--- config.mk ---
export PLATFORM = sky130hd
export DESIGN_NAME = ws2812b_ring_animator
export DESIGN_NICKNAME = d
export VERILOG_FILES = /design/src/rtl/ws2812b_ring_animator.sv
export SDC_FILE = /design/constraint.sdc
export NUM_CORES = 1
export LEC_CHECK = 0
export ABC_AREA = 1
export BUFFER_PORTS_ARGS = -buffer_cell sky130_fd_sc_hd__buf_2
export CORE_MARGIN = 5
export CORE_UTILIZATION = 62
export CTS_CLUSTER_DIAMETER = 40
export DETAILED_ROUTE_END_ITERATION = 8
export PLACE_DENSITY = 0.85
export SYNTH_ARGS = -nofsm -noshare
export SYNTH_HDL_FRONTEND = slang
export SYNTH_SLANG_ARGS = --single-unit
--- constraint.sdc ---
create_clock -name clk -period 3.6 [get_ports clk]
set_clock_uncertainty 0.2 [all_clocks]
set_input_delay 0.18 -clock clk [delete_from_list [all_inputs] [get_ports clk]]
set_output_delay 0.18 -clock clk [all_outputs]
set_load 0.1 [all_outputs]
--- src/rtl/ws2812b_ring_animator.sv ---
// Frame sequencer feeding the ws2812b_controller write port with an animated ring.
// Optional chase tail when compiled with WS2812B_TAIL_EN.
module ws2812b_ring_animator #(
  parameter int NB_LEDS             = 12,
  parameter int FRAME_PERIOD_CYCLES = 1_000_000
) (
  input  logic       clk,
  input  logic       reset,
  input  logic       enable,
  input  logic [1:0] mode,
  input  logic [7:0] color_r,
  input  logic [7:0] color_g,
  input  logic [7:0] color_b,
  output logic [7:0] address,
  output logic [7:0] red,
  output logic [7:0] green,
  output logic [7:0] blue,
  output logic       load,
  output logic       latch_n,
  output logic [7:0] position,
  output logic       frame_done
);

  localparam int TW = (FRAME_PERIOD_CYCLES > 2) ?
    $clog2(FRAME_PERIOD_CYCLES) : 1;
  localparam logic [7:0]    LAST   = 8'(NB_LEDS - 1);
  localparam logic [TW-1:0] T_LAST = TW'(FRAME_PERIOD_CYCLES - 1);

  typedef enum logic [2:0] {
    IDLE, LOAD, GAP, LATCH, WAIT
  } state_t;

  state_t        state, state_nxt;
  logic [TW-1:0] timer, timer_nxt;
  logic [1:0]    cap_mode, cap_mode_nxt;
  logic [23:0]   cap_col, cap_col_nxt;
  logic [7:0]    addr_nxt, pos_nxt;
  logic [23:0]   rgb_nxt;
  logic          load_nxt, latch_nxt, done_nxt, start;

  function automatic logic [7:0] prev_idx(input logic [7:0] p);
    return (p == 8'd0) ? LAST : p - 8'd1;
  endfunction

  function automatic logic [23:0] pix(
    input logic [1:0]  m,
    input logic [23:0] c,
    input logic [7:0]  i,
    input logic [7:0]  p
  );
    logic [23:0] v;
    v = 24'd0;
    case (m)
      2'd0: begin
        if (i == p)
          v = c;
`ifdef WS2812B_TAIL_EN
        else if (i == prev_idx(p))
          v = {1'b0, c[23:17], 1'b0, c[15:9], 1'b0, c[7:1]};
        else if (i == prev_idx(prev_idx(p)))
          v = {2'b0, c[23:18], 2'b0, c[15:10], 2'b0, c[7:2]};
`endif
      end
      2'd1: v = (i <= p) ? c : 24'd0;
      2'd2: v = c;
      default: v = 24'd0;
    endcase
    return v;
  endfunction

  always_comb begin
    state_nxt    = state;
    timer_nxt    = timer + TW'(1);
    cap_mode_nxt = cap_mode;
    cap_col_nxt  = cap_col;
    addr_nxt     = address;
    rgb_nxt      = {red, green, blue};
    pos_nxt      = position;
    load_nxt     = 1'b0;
    latch_nxt    = 1'b1;
    done_nxt     = 1'b0;
    start        = 1'b0;
    case (state)
      IDLE: begin
        timer_nxt = '0;
        addr_nxt  = 8'd0;
        rgb_nxt   = 24'd0;
        start     = enable;
      end
      LOAD: begin
        if (address == LAST) begin
          state_nxt = GAP;
        end else begin
          addr_nxt = address + 8'd1;
          rgb_nxt  = pix(cap_mode, cap_col, addr_nxt, position);
          load_nxt = 1'b1;
        end
      end
      GAP: begin
        state_nxt = LATCH;
        latch_nxt = 1'b0;
      end
      LATCH: begin
        state_nxt = WAIT;
        pos_nxt   = (position == LAST) ? 8'd0 : position + 8'd1;
        done_nxt  = 1'b1;
      end
      WAIT: begin
        if (timer == T_LAST) begin
          if (enable) begin
            start = 1'b1;
          end else begin
            state_nxt = IDLE;
            timer_nxt = '0;
            addr_nxt  = 8'd0;
            rgb_nxt   = 24'd0;
          end
        end
      end
      default: state_nxt = IDLE;
    endcase
    // Colour/mode are captured here so the whole frame uses one snapshot.
    if (start) begin
      state_nxt    = LOAD;
      timer_nxt    = '0;
      cap_mode_nxt = mode;
      cap_col_nxt  = {color_r, color_g, color_b};
      addr_nxt     = 8'd0;
      rgb_nxt      = pix(mode, {color_r, color_g, color_b}, 8'd0, position);
      load_nxt     = 1'b1;
    end
  end

  always_ff @(posedge clk) begin
    if (reset) begin
      state      <= IDLE;
      timer      <= '0;
      cap_mode   <= 2'd0;
      cap_col    <= 24'd0;
      address    <= 8'd0;
      red        <= 8'd0;
      green      <= 8'd0;
      blue       <= 8'd0;
      load       <= 1'b0;
      latch_n    <= 1'b1;
      position   <= 8'd0;
      frame_done <= 1'b0;
    end else begin
      state      <= state_nxt;
      timer      <= timer_nxt;
      cap_mode   <= cap_mode_nxt;
      cap_col    <= cap_col_nxt;
      address    <= addr_nxt;
      {red, green, blue} <= rgb_nxt;
      load       <= load_nxt;
      latch_n    <= latch_nxt;
      position   <= pos_nxt;
      frame_done <= done_nxt;
    end
  end

endmodule

[Yosys cells after proc, flatten, opt, wreduce, memory -nomap -nowiden]
Index checks and enable logic that the tools add are counted.
Widths: inputs -> output; s select.
Storage, ports and cells
  register bits after elaboration: 92
  logic and storage cells: 83
Cells by class
  add/subtract/negate cells: 3
  order comparisons: 2
  eq/ne operators: 21
  mux-type cells: 32
  bitwise gates (word level): 1
  reduce and logical (&&, ||, !) cells: 11
Operators with widths (number)
  $pmux 24 s3: 3
  $mux 24: 8
  $mux 20: 2
  $pmux 20 s2: 1
  $mux 8: 4
  $pmux 8 s3: 1
  $add 20x1->20 const B: 1
  $eq 20x20->1 const B: 1
  $add 8x1->8 const B: 2
  $eq 8x4->1 const B: 2
  $reduce_and 4->1: 4
  $pmux 3 s5: 1
  $ne 3x3->1 const B: 4
  $ne 2x2->1 const B: 5
  $mux 3: 3
  $eq 8x8->1: 1
  $le 1x8->1 const A: 1
  $le 8x8->1: 1
  $logic_not 8->1: 1
  $mux 1: 8
  $eq 3x2->1 const B: 2
  $eq 2x1->1 const B: 2
  $eq 2x2->1 const B: 2
  $logic_not 2->1: 2
  8 further kinds: 8

[Depth between registers and ports, before layout]
  depth after elaboration: 7
  depth in mapped cells: 17

[Worst setup path before layout]
OpenSTA, ideal clock, no wires.
  path kind: reg2reg
  start point: reg address[0]
  end point: reg blue[1]
  setup time: 70 ps
  arrival time: 3092 ps
  slack: 238 ps
  cell stages (with the launch flop): 16
  buffers on the path: 1
  cells stage by stage: dfxtp_1 -> ha_1 -> nand2_1 -> inv_1 -> nand2_1 -> nor2_1 -> nand2_1 -> xor2_1 -> ha_1 -> nand3_1 -> nor2_1 -> a21oi_1 -> nand2_1 -> buf_2 -> nand4_1 -> a21oi_1
Between the ends
  longest elaborated chain between the ends: 7
  elaborated cells between the ends (all ways): 12
RTL lines
  start: declaration: line 14  | output logic [7:0] address,
  start signal: assignment: line 153  | address <= addr_nxt;
  $add 8x1->8: line 94  | addr_nxt = address + 8'd1;
  $le 8x8->1 / $eq 8x8->1 (equally long branches): line 64, 55
  $mux 24, on equally long branches: line 64, 55
  $pmux 24 s3: line 53  | case (m)
  $mux 24: line 91  | if (address == LAST) begin
  $pmux 24 s3: line 83  | case (state)
  $mux 24: line 123  | if (start) begin
  end signal: assignment: line 154  | {red, green, blue} <= rgb_nxt;
  end: declaration: line 17  | output logic [7:0] blue,
Parallel ways exist; a longest one is shown, timed or not. The select of a mux whose other input is x is not followed.
A chain may end at the register's enable or synchronous reset.

[Worst setup path in the final report]
  start point: reg address[0]
  end point: reg blue[7]
The elaborated chain is that of the path after synthesis.

==> results.tsv <==
stage	metric	value	unit
place	detailed-placement wirelength estimate	8750	um
clocking	Clock Tree Root	clkbuf_8	
logic_synthesis	count of flip-flops with a built-in enable after synthesis	0	
power_and_ir_drop	Power Density	392	mW/mm2
logic_synthesis	area share of the leading cell type in the synthesized netlist	35.5	%
logic_synthesis	most frequent cells after synthesis	nor2_1, nand2_1, inv_1, dfxtp_1, nand3_1	
grt	vias in the first global route	5140	
clocking	setup fix buffers added after clock tree synthesis	0	
logic_synthesis	register bit count reported by yosys	92	
clocking	cts bufs inserted	9	
layout	filler instances	641	
critical_path	crit end category	flop	
logic_synthesis	primary flip-flop cell chosen by synthesis mapping	dfxtp_1	
clocking	Sinks on Clock Net	92	
grt	overall global routing resource usage	27.6	%
critical_path	startpoint class of the critical path	flop	
outcome	run status	finished, final reports clean	
sta	period utilisation layout	82.1	%
sta	Least-Margin Pin Slew	0.831	ns
grt	remaining global-route overflow	0	
layout	share of post-route cells with drive strength above 1	13.0	%
die	effective utilization at floorplan	63.5	%
die	core region area	0.00818	mm2
clocking	number of levels in the clock H-tree	3	
flow_run	MaxCap Viol Count	0	
routing	antenna violation net count after detailed routing	0	
logic_synthesis	share of async-settable or async-resettable flops after synthesis	0	%
layout	number of diodes	0	
routing	post-route DRC violation count	0	
sta	final setup violation count	0	
sta	maximum operating frequency	338	MHz
die	die outline width	101	um
sta	Max Slew Vio Count	0	
routing	post-DR wirelength/cell	14.2	um
sta	Period minus WS final	2.96	ns
critical_path	Crit path arrival time	3.01	ns
clocking	Skew-Pair Late Insertion Delay	0.36	ns
sta	total count of hold-check failures in the final report	0	
critical_path	FF-to-FF setup slack	0.64	ns
grt	initial antenna violation count	0	
grt	first-pass GRT wire length	23100	um
layout	layout overhead on the synthesized area	17.0	%
logic_synthesis	Post-Synthesis Mean Instance Area	6.63	um2
sta	setup tns final	0	ns
routing	drt first pass iters	5	
die	die boundary height	101	um
power_and_ir_drop	total power	2380	uW
die	Ports	72	
grt	pin count of the biggest net entering global routing	47	
logic_synthesis	most frequent cell after synthesis	nor2_1	
critical_path	endpoint required time on the critical path	3.65	ns
clocking	Clock transition at path regs	0.09	ns
logic_synthesis	post-synth top area cell	dfxtp_1	
worst_hold_path	Hold Crit Class	reg2reg	
place	Cell Count Post-Placement	929	
routing	overall routed net length	13900	um
logic_synthesis	Gate Count Post-Synth	783	
logic_synthesis	synth warn	0	
place	number of buffers added on ports	71	
logic_synthesis	summed instance area of the synthesized netlist	0.00519	mm2
die	Rows	33	
layout	nets	912	
power_and_ir_drop	leakage power summed over all cells	0.00274	uW
die	die area	0.0103	mm2
place	last weighted congestion value of the routability-driven placer	0.876	
power_and_ir_drop	Max rail drop VDD	0.254	mV
critical_path	CP Max Fanout	17	
logic_synthesis	number of nets in the synthesized netlist	824	
clocking	Clock Path Buffers	2	
logic_synthesis	synth unique cells	39	
logic_synthesis	fraction of the yosys area taken by sequential cells	35.5	%
routing	drt first-iter violations	364	
layout	filler-free cell count of the finished design	980	
routing	routed vias/inst	5.51	
sta	RSZ-0062 raised after global routing	false	
sta	worst max-slew margin expressed relative to the limit	44.6	%
clocking	TritonCTS clock tree	done	
routing	Via Count	5396	
critical_path	WS Path Type	reg2reg	
logic_synthesis	Synth area leaders	dfxtp_1, nor2_1, nand2_1, inv_1, nand3_1	
## metrics by stage
| stage | setup slack [ns] | area, um2 | hold WS [ns] | util [%] |
|---|---|---|---|---|
| after floorplan | 0.238 | 5190 | 0.0491 | - |
| after global placement | 0.973 | 5530 | 0.226 | 67.7 |
| after detailed placement | 0.825 | 5530 | 0.232 | 67.7 |
| after CTS | 0.766 | 6070 | 0.249 | 74.3 |
| after global routing | 0.332 | 6070 | 0.276 | 74.3 |
| final | 0.644 | 6070 | 0.262 | 74.3 |
## worst max-delay path, cell delays in order (launching register included)
cell	delay, ns
dfxtp_1	0.42
ha_1	0.21
nand2_1	0.06
inv_1	0.07
nand2_1	0.08
nor2_1	0.10
nand2_1	0.06
xor2_1	0.16
ha_1	0.31
nand3_1	0.10
nor2_1	0.17
nand2_1	0.10
nand2_1	0.07
nand2_1	0.06
buf_4	0.20
nand2_2	0.17
nor2_1	0.07
nor2_1	0.15
nor2_1	0.06
## final timing paths
path                                  to  cells past startpoint  startpoint
worst max-delay path             blue[7]                     18  address[0]
worst min-delay path            timer[0]                      1    timer[0]
worst max register to register   blue[7]                     18  address[0]
worst min register to register  timer[0]                      1    timer[0]
## where the power goes
group          switching [uW]  internal (uW)
clock network             367            287
logic                     472            158
registers                27.4           1070
total                     866           1510
## per-layer routing
layer  track usage, %  wire (um)  up-vias
li1                 -          -     2655
met1             33.3       5570     2421
met2             46.5       6730      270
met3             4.89       1210       50
met4             14.9        431        0
met5                0          0        -
## sequential cells by signal (all words and copies together) (netlist names)
name / cells
address: 8
blue: 8
cap_col: 24
cap_mode: 2
frame_done: 1
green: 8
latch_n: 1
load: 1
position: 8
red: 8
state: 3
timer: 20
## cell usage in the layout (no fill, tap or decap), types with 2 or more instances in the layout
cell type,count
nand3_1,59
o21ai_2,2
buf_4,8
xor2_1,18
inv_2,4
clkbuf_8,11
nor2_2,3
nand3_2,3
nand2_1,134
inv_1,115
nor3_1,5
a21oi_1,40
buf_2,71
dfxtp_1,92
o21ai_1,7
a21boi_1,6
dlygate4sd3_1,36
xnor2_1,5
ha_1,12
a21boi_0,18
o21ai_0,24
nor3b_1,3
nand4_1,39
nand2_2,5
nor2_1,138
## kinds of logic (layout without fill, tap and decap cells)
logic type | after synthesis | after routing | synth area share [%]
simple gates | 396 | 396 | 33.8
xor+xnor | 23 | 23 | 3.88
flops | 92 | 92 | 35.5
compound gates | 102 | 102 | 11.4
buf+inv | 158 | 250 | 12.5
fa+ha+maj | 12 | 12 | 2.89
## cell type report
cell class	instances	area, um2	area share [%]
Clock inverter	3	21.3	0.350
Tap cell	105	131	2.16
Inverter	120	450	7.42
Sequential cell	92	1840	30.3
Multi-Input combinational cell	533	2700	44.4
Clock buffer	12	155	2.56
Timing Repair Buffer	115	776	12.8
## repair_timing
action | 4_1_cts | 5_1_grt
hold buffers | 36 | 0
hold endpoints to repair | 32 | 0
resized for setup | 0 | 0
Note: power is estimated with default switching activity, not from simulation.
